==> src/rtl/rst_sequencer.sv <==
// Board reset sequencer: syncs and debounces the reset button, watches PLL lock,
// and releases peripheral reset before core reset, recording the last cause.
module rst_sequencer #(
  parameter int DEBOUNCE_CYCLES = 100000,
  parameter int HOLD_CYCLES     = 64,
  parameter int STAGGER_CYCLES  = 16
) (
  input  logic       clk,
  input  logic       rst,
  input  logic       btn_rst_n,
  input  logic       pll_locked,
  input  logic       soft_rst_req,
  output logic       periph_rst,
  output logic       core_rst,
  output logic       ready,
  output logic [1:0] rst_cause
);

  localparam int MAX_HS =
    (HOLD_CYCLES > STAGGER_CYCLES) ? HOLD_CYCLES : STAGGER_CYCLES;
  localparam int MAX_P =
    (DEBOUNCE_CYCLES > MAX_HS) ? DEBOUNCE_CYCLES : MAX_HS;
  localparam int CW = $clog2(MAX_P);

  localparam logic [CW-1:0] DB_LAST   = CW'(DEBOUNCE_CYCLES - 1);
  localparam logic [CW-1:0] HOLD_LAST = CW'(HOLD_CYCLES - 1);
  localparam logic [CW-1:0] STG_LAST  = CW'(STAGGER_CYCLES - 1);
  localparam logic [CW-1:0] CNT_ONE   = CW'(1);

  localparam logic [1:0] CAUSE_POR  = 2'd0;
  localparam logic [1:0] CAUSE_BTN  = 2'd1;
  localparam logic [1:0] CAUSE_LOCK = 2'd2;
  localparam logic [1:0] CAUSE_SOFT = 2'd3;

  typedef enum logic [1:0] {
    WAIT_LOCK,
    HOLD,
    STAGGER,
    RUN
  } state_t;

  logic          lock_s1;
  logic          lock_s2;
  logic          btn_s1;
  logic          btn_s2;
  logic          db_level;
  logic [CW-1:0] db_cnt;
  logic          pressed;

  state_t        state;
  state_t        nxt;
  logic [CW-1:0] cnt;
  logic [CW-1:0] cnt_nxt;
  logic [1:0]    cause_nxt;
  logic          lock_lost;
  logic          soft_ok;
  logic          active;

  // Both raw inputs are asynchronous to clk.
  always_ff @(posedge clk) begin
    if (rst) begin
      lock_s1 <= 1'b0;
      lock_s2 <= 1'b0;
      btn_s1  <= 1'b1;
      btn_s2  <= 1'b1;
    end else begin
      lock_s1 <= pll_locked;
      lock_s2 <= lock_s1;
      btn_s1  <= btn_rst_n;
      btn_s2  <= btn_s1;
    end
  end

  // Level flips only after DEBOUNCE_CYCLES consecutive disagreeing samples.
  always_ff @(posedge clk) begin
    if (rst) begin
      db_level <= 1'b1;
      db_cnt   <= '0;
    end else if (btn_s2 == db_level) begin
      db_cnt <= '0;
    end else if (db_cnt == DB_LAST) begin
      db_level <= btn_s2;
      db_cnt   <= '0;
    end else begin
      db_cnt <= db_cnt + CNT_ONE;
    end
  end

  assign pressed   = ~db_level;
  assign lock_lost = ~lock_s2;
  assign soft_ok   = soft_rst_req && (state == RUN);
  assign active    = (state != WAIT_LOCK);

  always_comb begin
    nxt       = state;
    cnt_nxt   = cnt;
    cause_nxt = rst_cause;
    if (active && (lock_lost || pressed || soft_ok)) begin
      nxt     = WAIT_LOCK;
      cnt_nxt = '0;
      if (lock_lost) begin
        cause_nxt = CAUSE_LOCK;
      end else if (pressed) begin
        cause_nxt = CAUSE_BTN;
      end else begin
        cause_nxt = CAUSE_SOFT;
      end
    end else begin
      case (state)
        WAIT_LOCK: begin
          cnt_nxt = '0;
          if (lock_s2 && !pressed) begin
            nxt = HOLD;
          end
        end
        HOLD: begin
          if (cnt == HOLD_LAST) begin
            nxt     = STAGGER;
            cnt_nxt = '0;
          end else begin
            cnt_nxt = cnt + CNT_ONE;
          end
        end
        STAGGER: begin
          if (cnt == STG_LAST) begin
            nxt     = RUN;
            cnt_nxt = '0;
          end else begin
            cnt_nxt = cnt + CNT_ONE;
          end
        end
        RUN: begin
          cnt_nxt = '0;
        end
        default: begin
          nxt     = WAIT_LOCK;
          cnt_nxt = '0;
        end
      endcase
    end
  end

  // Outputs are registered from the next state so they track the state register.
  always_ff @(posedge clk) begin
    if (rst) begin
      state      <= WAIT_LOCK;
      cnt        <= '0;
      periph_rst <= 1'b1;
      core_rst   <= 1'b1;
      ready      <= 1'b0;
      rst_cause  <= CAUSE_POR;
    end else begin
      state      <= nxt;
      cnt        <= cnt_nxt;
      periph_rst <= (nxt == WAIT_LOCK) || (nxt == HOLD);
      core_rst   <= (nxt != RUN);
      ready      <= (nxt == RUN);
      rst_cause  <= cause_nxt;
    end
  end

endmodule
==> config.mk <==
export PLATFORM = sky130hd
export DESIGN_NAME = rst_sequencer
export DESIGN_NICKNAME = d
export VERILOG_FILES = /design/src/rtl/rst_sequencer.sv
export SDC_FILE = /design/constraint.sdc
export NUM_CORES = 1
export LEC_CHECK = 0
export ABC_CLOCK_PERIOD_IN_PS = 2000
export BUFFER_PORTS_ARGS = -buffer_cell sky130_fd_sc_hd__buf_2
export CORE_MARGIN = 8
export CORE_UTILIZATION = 30
export DETAILED_ROUTE_END_ITERATION = 7
export GPL_ROUTABILITY_DRIVEN = 0
export RECOVER_POWER = 100
export SYNTH_ARGS = -nofsm -noshare
export SYNTH_HDL_FRONTEND = slang
export SYNTH_SLANG_ARGS = --single-unit
export TNS_END_PERCENT = 100
==> constraint.sdc <==
create_clock -name clk -period 2 [get_ports clk]
set_clock_uncertainty 0.2 [all_clocks]
set_input_delay 0 -clock clk [delete_from_list [all_inputs] [get_ports clk]]
set_output_delay 0 -clock clk [all_outputs]
set_load 0.005 [all_outputs]
==> results of run 1 <==
cells in the final DEF, fill, tap and decap left out, types with 4 or more instances in the layout:
cell type | Yosys | routed
sky130_fd_sc_hd__a21oi_1 | 16 | 16
sky130_fd_sc_hd__and3_1 | 6 | 5
sky130_fd_sc_hd__buf_4 | 0 | 13
sky130_fd_sc_hd__clkbuf_1 | 6 | 6
sky130_fd_sc_hd__clkbuf_8 | 0 | 5
sky130_fd_sc_hd__dfxtp_1 | 46 | 46
sky130_fd_sc_hd__dlygate4sd3_1 | 0 | 6
sky130_fd_sc_hd__inv_1 | 6 | 6
sky130_fd_sc_hd__nand2_1 | 12 | 12
sky130_fd_sc_hd__nand3_1 | 14 | 14
sky130_fd_sc_hd__nand4_1 | 9 | 9
sky130_fd_sc_hd__nor2_1 | 19 | 19
sky130_fd_sc_hd__nor4_1 | 5 | 5
sky130_fd_sc_hd__o21ai_0 | 8 | 8
sky130_fd_sc_hd__or3_1 | 4 | 4
sky130_fd_sc_hd__xnor2_1 | 9 | 9
sky130_fd_sc_hd__xor2_1 | 15 | 15
registers in the layout, indices dropped and copies added (netlist names):
name        cells
state           2
ready           1
btn_s1          1
db_level        1
core_rst        1
cnt            17
lock_s2         1
db_cnt         17
rst_cause       2
btn_s2          1
lock_s1         1
periph_rst      1
layout make-up:
cell class              count  area share, %
clock buffers               5           2.91
flip-flops and latches     46           38.9
clock inverters             3           1.69
multi-input cells         157           42.3
inverters                   6          0.952
repair buffers             30           9.10
well taps                  77           4.07
cells in the mapped netlist (all sizes together), types with 2 or more instances:
library cell  number  share of area [%]
nor2b              3               0.96
xor2              15                6.7
nand2             12                2.3
inv                6                1.1
nor2              19                3.6
dfxtp             46                 47
and4               4                1.9
clkbuf             6                1.1
or3                7                2.6
or2                3               0.96
ha                 2                1.3
nand4             10                3.5
nand3             14                3.6
nor4               5                1.6
xnor2              9                4.0
o21ai              9                2.3
a22oi              4                1.5
a21oi             16                4.1
a2111o             2                1.1
nor3               3               0.77
and2               2               0.64
and3               7                2.3
cell families (layout without fill, tap and decap cells):
kind of cell	Yosys count	after routing	synth area share (%)
AND/OR/NAND/NOR	92	92	25.9
flip-flops	46	46	47.0
AO/OA/AOI/OAI	38	38	12.0
XOR/XNOR	24	24	10.7
buffers and inverters	13	44	2.55
adder cells (fa/ha/maj)	2	2	1.28
multiplexers	1	1	0.511
stage by stage:
step | setup WS (ns) | power [W] | utilization, % | hold WS [ns] | instance area [sq um]
after floorplan | 0.0286 | 0.000957 | - | -0.128 | 1980
after detailed placement | 0.0250 | 0.000967 | 34.5 | -0.00400 | 2190
after global placement | 0.0763 | 0.000966 | 34.5 | -0.0146 | 2190
after CTS | 0.00332 | 0.00166 | 37.2 | 0.225 | 2360
final | 0.0807 | 0.00163 | 37.2 | 0.223 | 2360
after global routing | 0.000367 | 0.00169 | 37.2 | 0.259 | 2360
report_power, final:
group	total, W	switching, W	internal [W]
registers	0.000924	0.00000372	0.000921
logic	0.0000286	0.0000118	0.0000167
clock network	0.000678	0.000310	0.000368
metal layers:
metal | vias up | global-route usage, %
li1 | 836 | -
met1 | 724 | 9.88
met2 | 11 | 13.1
met3 | 7 | 2.35
met4 | 0 | 3.20
met5 | - | 0
repair_timing:
action                                 CTS  global route
setup endpoints to repair                0            10
endpoints found under the hold margin    9             0
resized for setup                        0             4
hold buffers                             6             0
worst min-delay path by stage:
| stage | slack [ns] | cells past startpoint | endpoint | startpoint |
|---|---|---|---|---|
| after floorplan | -0.13 | 1 | lock_s1$_SDFF_PP0_ | rst |
| after global placement | -0.01 | 2 | btn_s1$_SDFF_PP1_ | btn_rst_n |
| after detailed placement | -0.004 | 2 | btn_s1$_SDFF_PP1_ | btn_rst_n |
| after CTS | 0.22 | 1 | btn_s2$_SDFF_PP1_ | btn_s1$_SDFF_PP1_ |
| after global routing | 0.26 | 1 | btn_s2$_SDFF_PP1_ | btn_s1$_SDFF_PP1_ |
| final | 0.22 | 1 | btn_s2$_SDFF_PP1_ | btn_s1$_SDFF_PP1_ |
==> impl_results.html, run 1 <==
<table>
<tr><th>Metric</th><th>Value</th></tr>
<tr><th colspan="2">Worst setup path</th></tr>
<tr><td>Count of buffering cells on the critical path with inverters included</td><td>1</td></tr>
<tr><td>Highest-delay cell along the critical path</td><td>sky130_fd_sc_hd__a2111o_1</td></tr>
<tr><td>Highest cell delay on the worst timing path</td><td>0.40 ns</td></tr>
<tr><td>Type of origin of the critical path</td><td>register</td></tr>
<tr><td>Worst path required time</td><td>2.02 ns</td></tr>
<tr><td>Register-to-Register Path Depth</td><td>6</td></tr>
<tr><td>Worst setup path start</td><td>cnt[1]$_SDFF_PP0_</td></tr>
<tr><td>Kind of critical path</td><td>reg -&gt; reg</td></tr>
<tr><td>Reg2Reg Capture Point</td><td>cnt[13]$_SDFF_PP0_</td></tr>
<tr><td>Cell breakdown of the critical path</td><td>ha_2, and3_4, and4_1, a2111o_1, buf_8, a22oi_1</td></tr>
<tr><td>Capturing element type of the critical path</td><td>register</td></tr>
<tr><td>Critical path depth in cells</td><td>6</td></tr>
<tr><td>Worst EP arrival</td><td>1.94 ns</td></tr>
<tr><td>Endpoint of the worst setup timing path</td><td>cnt[13]$_SDFF_PP0_</td></tr>
<tr><td>Worst flop-to-flop path startpoint</td><td>cnt[1]$_SDFF_PP0_</td></tr>
<tr><td>Cell type group with the largest total delay on the critical path</td><td>compound AO/OA/AOI/OAI gates</td></tr>
<tr><td>R2R Setup Slk</td><td>between 0.08 and 0.09 ns</td></tr>
<tr><td>Max FO, Critical Path</td><td>17</td></tr>
<tr><th colspan="2">Floorplan</th></tr>
<tr><td>Initial standard-cell utilization of the core</td><td>30.9%</td></tr>
<tr><td>Die X</td><td>96.8 um</td></tr>
<tr><td>Std-Cell Rows</td><td>29</td></tr>
<tr><td>Die ar.</td><td>9370 sq um</td></tr>
<tr><td>Io pins</td><td>10</td></tr>
<tr><td>Die outline height</td><td>~97 um</td></tr>
<tr><td>Core ar.</td><td>~6300 sq um</td></tr>
<tr><th colspan="2">Run status</th></tr>
<tr><td>Status</td><td>finished, final reports clean</td></tr>
<tr><th colspan="2">Routing</th></tr>
<tr><td>Via/cell ratio</td><td>4.87</td></tr>
<tr><td>Sum of met2 wire segment lengths after detailed routing</td><td>1.66 mm</td></tr>
<tr><td>DRC</td><td>0</td></tr>
<tr><td>Final WL</td><td>3.67 mm</td></tr>
<tr><td>Max layer used</td><td>met4</td></tr>
<tr><td>DRC violation total after the first TritonRoute iteration</td><td>38</td></tr>
<tr><td>Post-route met1 wirelength</td><td>about 1.9 mm</td></tr>
<tr><td>Detailed Routing Iterations Pass 1</td><td>3</td></tr>
<tr><td>Post-DRT Antenna Nets</td><td>0</td></tr>
<tr><td>Wirelength per Cell</td><td>roughly 11 um</td></tr>
<tr><td>Via Count</td><td>1578</td></tr>
<tr><td>Length of routed met3 wiring</td><td>84 um</td></tr>
<tr><th colspan="2">Timing</th></tr>
<tr><td>Unrepaired setup endpoints after global routing</td><td>false</td></tr>
<tr><td>Total count of max-transition violations in the final report</td><td>0</td></tr>
<tr><td>Hold violation count in the final report</td><td>0</td></tr>
<tr><td>Maximum clock frequency</td><td>521 MHz</td></tr>
<tr><td>Final Cycle Share</td><td>96.0%</td></tr>
<tr><td>Worst-Margin Slew</td><td>0.343 ns</td></tr>
<tr><td>Final worst path period need</td><td>1.92 ns</td></tr>
<tr><td>Total negative slack for setup checks</td><td>0 ns</td></tr>
<tr><td>Slew HR</td><td>77.1%</td></tr>
<tr><td>Total of endpoints with negative setup slack in the final report</td><td>0</td></tr>
<tr><th colspan="2">Power</th></tr>
<tr><td>Power density cells</td><td>roughly 690 nW/um^2</td></tr>
<tr><td>Cell leakage power</td><td>0.800 nW</td></tr>
<tr><td>Worst VDD drop</td><td>0.394 mV</td></tr>
<tr><th colspan="2">Yosys</th></tr>
<tr><td>Flops &amp; latches, synth</td><td>46</td></tr>
<tr><td>Post-synthesis net count</td><td>~220</td></tr>
<tr><td>Mean instance size in the synthesized netlist</td><td>9.07 sq um</td></tr>
<tr><td>Async set-or-reset flop fraction in the synthesized netlist</td><td>0%</td></tr>
<tr><td>Number of distinct library cells after synthesis</td><td>40</td></tr>
<tr><td>Register area share after synthesis</td><td>47.0%</td></tr>
<tr><td>Total number of yosys warnings</td><td>0</td></tr>
<tr><td>Post-synthesis instance area</td><td>1960 sq um</td></tr>
<tr><td>Top FF cell, synth</td><td>sky130_fd_sc_hd__dfxtp_1</td></tr>
<tr><td>Number of flops mapped to enable cells by yosys</td><td>0</td></tr>
<tr><td>Cells after synthesis</td><td>approximately 220</td></tr>
<tr><th colspan="2">Clock network</th></tr>
<tr><td>Number of H-tree levels</td><td>2</td></tr>
<tr><td>Number of post-CTS setup repair buffers</td><td>0</td></tr>
<tr><td>Insertion delay of the later-clocked pin in the worst-skew pair</td><td>~0.30 ns</td></tr>
<tr><td>Number of clock sinks</td><td>46</td></tr>
<tr><td>Clk slew on worst S/H paths</td><td>0.08 ns</td></tr>
<tr><td>Buffers from clock root to sink, at most</td><td>2</td></tr>
<tr><td>Root Buffer</td><td>sky130_fd_sc_hd__clkbuf_8</td></tr>
<tr><td>Cts bufs inserted</td><td>5</td></tr>
<tr><td>TritonCTS clock tree</td><td>yes</td></tr>
<tr><th colspan="2">Placement</th></tr>
<tr><td>Placed cells</td><td>310</td></tr>
<tr><td>Port-buffer cells</td><td>9</td></tr>
<tr><td>Total half-perimeter wirelength after legalization and detailed placement</td><td>2.67 mm</td></tr>
<tr><th colspan="2">Final layout</th></tr>
<tr><td>Sequential standard cell area</td><td>around 900 sq um</td></tr>
<tr><td>Total inserted antenna cells</td><td>0</td></tr>
<tr><td>Number of inserted filler cells in the final layout</td><td>673</td></tr>
<tr><td>Share of cells above drive strength 1</td><td>between 10% and 20%</td></tr>
<tr><td>Layout-stage area growth over the synthesis result</td><td>20.7%</td></tr>
<tr><td>Net count of the finished layout</td><td>253</td></tr>
<tr><td>Fin cells</td><td>~320</td></tr>
<tr><td>Multi-input gate area in the final layout</td><td>1000 sq um</td></tr>
<tr><th colspan="2">GRT</th></tr>
<tr><td>Total global-route track usage</td><td>8.13%</td></tr>
<tr><td>Total congestion overflow</td><td>0</td></tr>
<tr><td>Via count of the first global-routing pass</td><td>1461</td></tr>
<tr><td>Largest net degree at the start of global routing</td><td>18</td></tr>
<tr><td>Wire length of the first global-routing pass</td><td>between 6 and 7 mm</td></tr>
<tr><td>Antenna violations before repair</td><td>0</td></tr>
<tr><th colspan="2">Min path</th></tr>
<tr><td>Type of the worst min-delay path</td><td>reg -&gt; reg</td></tr>
<tr><th colspan="2">Run</th></tr>
<tr><td># Max-Cap Violations</td><td>0</td></tr>
</table>
(Power assumes the default switching activity.)
==> run 2, diff against run 1 <==
--- a/config.mk
+++ b/config.mk
@@ -7,10 +7,13 @@
 export LEC_CHECK = 0
 export ABC_CLOCK_PERIOD_IN_PS = 2000
 export BUFFER_PORTS_ARGS = -buffer_cell sky130_fd_sc_hd__buf_2
+export CELL_PAD_IN_SITES_DETAIL_PLACEMENT = 0
+export CELL_PAD_IN_SITES_GLOBAL_PLACEMENT = 1
 export CORE_MARGIN = 8
 export CORE_UTILIZATION = 30
 export DETAILED_ROUTE_END_ITERATION = 7
 export GPL_ROUTABILITY_DRIVEN = 0
+export PLACE_DENSITY_LB_ADDON = 0.1
 export RECOVER_POWER = 100
 export SYNTH_ARGS = -nofsm -noshare
 export SYNTH_HDL_FRONTEND = slang
==> run 2 against run 1 <==
  * Via count up 1.1%
  * Cell count is 0.31% lower
  * Setup slack got worse by 0.0039 ns
  * Largest power group unchanged
  * Hold slack got worse by 0.0058 ns
  * Register-to-register slack about the same
  * Sequential cell count unchanged
  * Combinational power increased by 8.4%
  * Maximum frequency down 0.20%
  * Clock power fell by 10%
  * Core utilization down 0.16 points
==> impl_results.html, run 2 (same netlist as run 1, synthesis figures left out) <==
<table>
<tr><th>Metric</th><th>Value</th></tr>
<tr><th colspan="2">Worst setup path</th></tr>
<tr><td>Type of origin of the critical path</td><td>register</td></tr>
<tr><td>Cell type group with the largest total delay on the critical path</td><td>compound AO/OA/AOI/OAI gates</td></tr>
<tr><td>Register-to-Register Path Depth</td><td>6 (unchanged)</td></tr>
<tr><td>Reg2Reg Capture Point</td><td>cnt[13]$_SDFF_PP0_</td></tr>
<tr><td>Kind of critical path</td><td>reg -&gt; reg</td></tr>
<tr><td>Worst path required time</td><td>2.03 ns (about the same)</td></tr>
<tr><td>Highest-delay cell along the critical path</td><td>sky130_fd_sc_hd__a2111o_1</td></tr>
<tr><td>R2R Setup Slk</td><td>0.08 ns (about the same)</td></tr>
<tr><td>Highest cell delay on the worst timing path</td><td>0.40 ns (about the same)</td></tr>
<tr><td>Worst flop-to-flop path startpoint</td><td>cnt[0]$_SDFF_PP0_</td></tr>
<tr><td>Count of buffering cells on the critical path with inverters included</td><td>1 (unchanged)</td></tr>
<tr><td>Cell breakdown of the critical path</td><td>ha_2, and3_4, and4_1, a2111o_1, buf_8, a22oi_2</td></tr>
<tr><td>Max FO, Critical Path</td><td>17 (unchanged)</td></tr>
<tr><td>Worst EP arrival</td><td>1.96 ns (+0.02 ns)</td></tr>
<tr><td>Capturing element type of the critical path</td><td>register</td></tr>
<tr><th colspan="2">Final layout</th></tr>
<tr><td>Post-route cell area</td><td>2350 sq um (-0.42%)</td></tr>
<tr><td>Largest registers</td><td>cnt: 17 flops, db_cnt: 17 flops</td></tr>
<tr><td>Most common cell after layout, fill and taps aside</td><td>sky130_fd_sc_hd__dfxtp_1</td></tr>
<tr><td>Layout-stage area growth over the synthesis result</td><td>20.2%</td></tr>
<tr><td>Net count of the finished layout</td><td>252 (-0.40%)</td></tr>
<tr><td>Fin cells</td><td>323 (-0.31%)</td></tr>
<tr><td>Total inserted antenna cells</td><td>0 (unchanged)</td></tr>
<tr><td>Top library cells by usage in the layout, fill and taps aside</td><td>sky130_fd_sc_hd__dfxtp_1, sky130_fd_sc_hd__nor2_1, sky130_fd_sc_hd__a21oi_1, sky130_fd_sc_hd__xor2_1, sky130_fd_sc_hd__nand3_1</td></tr>
<tr><td>Share of cells above drive strength 1</td><td>16.3% (+0.88 points)</td></tr>
<tr><th colspan="2">Routing</th></tr>
<tr><td>Sum of met2 wire segment lengths after detailed routing</td><td>1.92 mm (+15%)</td></tr>
<tr><td>DRC</td><td>0 (unchanged)</td></tr>
<tr><td>Via Count</td><td>1595 (+1.1%)</td></tr>
<tr><td>Post-DRT Antenna Nets</td><td>0 (unchanged)</td></tr>
<tr><td>Wirelength per Cell</td><td>12.6 um (+11%)</td></tr>
<tr><td>Via/cell ratio</td><td>4.94 (+1.4%)</td></tr>
<tr><td>Detailed Routing Iterations Pass 1</td><td>3 (unchanged)</td></tr>
<tr><td>Max layer used</td><td>met4</td></tr>
<tr><td>Post-route met1 wirelength</td><td>2.00 mm (+6.8%)</td></tr>
<tr><td>Final WL</td><td>4.07 mm (+11%)</td></tr>
<tr><td>Length of routed met3 wiring</td><td>134 um (+60%)</td></tr>
<tr><td>DRC violation total after the first TritonRoute iteration</td><td>60 (+58%)</td></tr>
<tr><th colspan="2">Min path</th></tr>
<tr><td>Hold-critical path depth</td><td>1 (unchanged)</td></tr>
<tr><td>Type of the worst min-delay path</td><td>reg -&gt; reg</td></tr>
<tr><td>Start point of the worst min-delay path</td><td>btn_s1$_SDFF_PP1_</td></tr>
<tr><td>Worst hold path endpoint</td><td>btn_s2$_SDFF_PP1_</td></tr>
<tr><th colspan="2">Power</th></tr>
<tr><td>Worst VDD drop</td><td>0.314 mV (-20%)</td></tr>
<tr><td>Power density cells</td><td>664 nW/um^2 (-3.7%)</td></tr>
<tr><td>Cell leakage power</td><td>0.793 nW (-0.97%)</td></tr>
<tr><th colspan="2">Clock network</th></tr>
<tr><td>Clk slew on worst S/H paths</td><td>0.09 ns (about the same)</td></tr>
<tr><td>Cts bufs inserted</td><td>5 (unchanged)</td></tr>
<tr><td>Buffers from clock root to sink, at most</td><td>2 (unchanged)</td></tr>
<tr><td>Number of H-tree levels</td><td>2 (unchanged)</td></tr>
<tr><td>Number of clock sinks</td><td>46 (unchanged)</td></tr>
<tr><td>Root Buffer</td><td>sky130_fd_sc_hd__clkbuf_8</td></tr>
<tr><td>TritonCTS clock tree</td><td>yes</td></tr>
<tr><td>Insertion delay of the later-clocked pin in the worst-skew pair</td><td>0.30 ns (about the same)</td></tr>
<tr><th colspan="2">Timing</th></tr>
<tr><td>Final worst path period need</td><td>1.92 ns (+0.00389 ns)</td></tr>
<tr><td>Worst-Margin Slew</td><td>0.338 ns (-0.00563 ns)</td></tr>
<tr><td>Slew HR</td><td>77.5% (+0.38 points)</td></tr>
<tr><td>Total of endpoints with negative setup slack in the final report</td><td>0 (unchanged)</td></tr>
<tr><td>Worst slack on hold paths</td><td>0.217 ns (-0.00584 ns)</td></tr>
<tr><td>Total negative slack for setup checks</td><td>0 ns (unchanged)</td></tr>
<tr><td>Unrepaired setup endpoints after global routing</td><td>false</td></tr>
<tr><td>Total count of max-transition violations in the final report</td><td>0 (unchanged)</td></tr>
<tr><td>Final Cycle Share</td><td>96.2% (+0.19 points)</td></tr>
<tr><td>Hold violation count in the final report</td><td>0 (unchanged)</td></tr>
<tr><td>Maximum clock frequency</td><td>520 MHz (-0.20%)</td></tr>
<tr><th colspan="2">Floorplan</th></tr>
<tr><td>Die ar.</td><td>9370 sq um (unchanged)</td></tr>
<tr><td>Std-Cell Rows</td><td>29 (unchanged)</td></tr>
<tr><td>Die X</td><td>96.8 um (unchanged)</td></tr>
<tr><td>Initial standard-cell utilization of the core</td><td>30.9% (unchanged)</td></tr>
<tr><td>Die outline height</td><td>96.8 um (unchanged)</td></tr>
<tr><td>Io pins</td><td>10 (unchanged)</td></tr>
<tr><td>Core ar.</td><td>6350 sq um (unchanged)</td></tr>
<tr><th colspan="2">GRT</th></tr>
<tr><td>Total congestion overflow</td><td>0 (unchanged)</td></tr>
<tr><td>Total global-route track usage</td><td>8.80% (+0.67 points)</td></tr>
<tr><td>Wire length of the first global-routing pass</td><td>7.11 mm (+7.2%)</td></tr>
<tr><td>Antenna violations before repair</td><td>0 (unchanged)</td></tr>
<tr><td>Largest net degree at the start of global routing</td><td>18 (unchanged)</td></tr>
<tr><td>Via count of the first global-routing pass</td><td>1554 (+6.4%)</td></tr>
<tr><th colspan="2">Run status</th></tr>
<tr><td>Status</td><td>finished, final reports clean</td></tr>
<tr><th colspan="2">Placement</th></tr>
<tr><td>Port-buffer cells</td><td>9 (unchanged)</td></tr>
<tr><td>Placed inst area</td><td>2190 sq um (-0.34%)</td></tr>
<tr><td>Placed cells</td><td>309 (-0.32%)</td></tr>
<tr><td>Total half-perimeter wirelength after legalization and detailed placement</td><td>2.77 mm (+3.5%)</td></tr>
<tr><th colspan="2">Run</th></tr>
<tr><td># Max-Cap Violations</td><td>0 (unchanged)</td></tr>
</table>
-- run 2: changes by cell type in the layout (fill, tap and decap cells not counted), sizes merged --
cell,change
buf,+1
bufinv,-1
clkinv,-1
clkbuf,-1
clkinvlp,+1
-- run 2: layer usage --
layer | global-route usage (%) | up-vias
met5 | 0 | -
met3 | 3.41 | 2
li1 | - | 833
met4 | 2.49 | 0
met2 | 14.5 | 17
met1 | 10.3 | 743
-- run 2: power by group --
part | internal (W) | leakage (nW) | switching (W)
clock network | 0.000278 | 0.0472 | 0.000330
logic | 0.0000179 | 0.373 | 0.0000132
registers | 0.000921 | 0.372 | 0.00000307
total | 0.00122 | 0.793 | 0.000346
-- run 2: final cells by class --
cell class	instances	area (sq um)
inverter	6	22.5
multi-input combinational	157	1010
timing repair buffer	29	213
clock buffer	6	82.6
sequential	46	922
fill	656	4000
tap	77	96.3
clock inverter	2	12.5
-- run 2: how the worst max path moves through the flow --
stage	startpoint	to	slack (ns)	depth (start not counted)
finish	cnt[0]$_SDFF_PP0_	cnt[13]$_SDFF_PP0_	0.08	6
global placement	cnt[1]$_SDFF_PP0_	cnt[16]$_SDFF_PP0_	0.07	6
global route	cnt[9]$_SDFF_PP0_	cnt[16]$_SDFF_PP0_	0.01	4
floorplan	cnt[0]$_SDFF_PP0_	cnt[10]$_SDFF_PP0_	0.03	6
detailed placement	cnt[0]$_SDFF_PP0_	cnt[16]$_SDFF_PP0_	0.04	6
CTS	cnt[0]$_SDFF_PP0_	cnt[14]$_SDFF_PP0_	0.01	6
-- run 2: worst reg2reg max path, delay by kind of cell (launching register included) --
family	cells	cell delay, ns
buf+inv	1	0.17
simple gates	2	0.39
compound gates	2	0.58
fa+ha+maj	1	0.19
flops	1	0.33
-- run 2: repair_timing --
action,in CTS,in global routing
hold buffers,6,0
endpoints found under the hold margin,10,0
buffers inserted,0,0
gates resized for setup,0,6
setup endpoints to repair,0,16
-- run 2: stage by stage --
step                      worst slack [ns]  total power [W]  utilization, %
after global placement              0.0709         0.000968            34.4
after CTS                           0.0130          0.00159            36.9
after detailed placement            0.0359         0.000968            34.4
after global routing                0.0127          0.00162            37.1
final                               0.0768          0.00156            37.1
after floorplan                     0.0286         0.000957               -
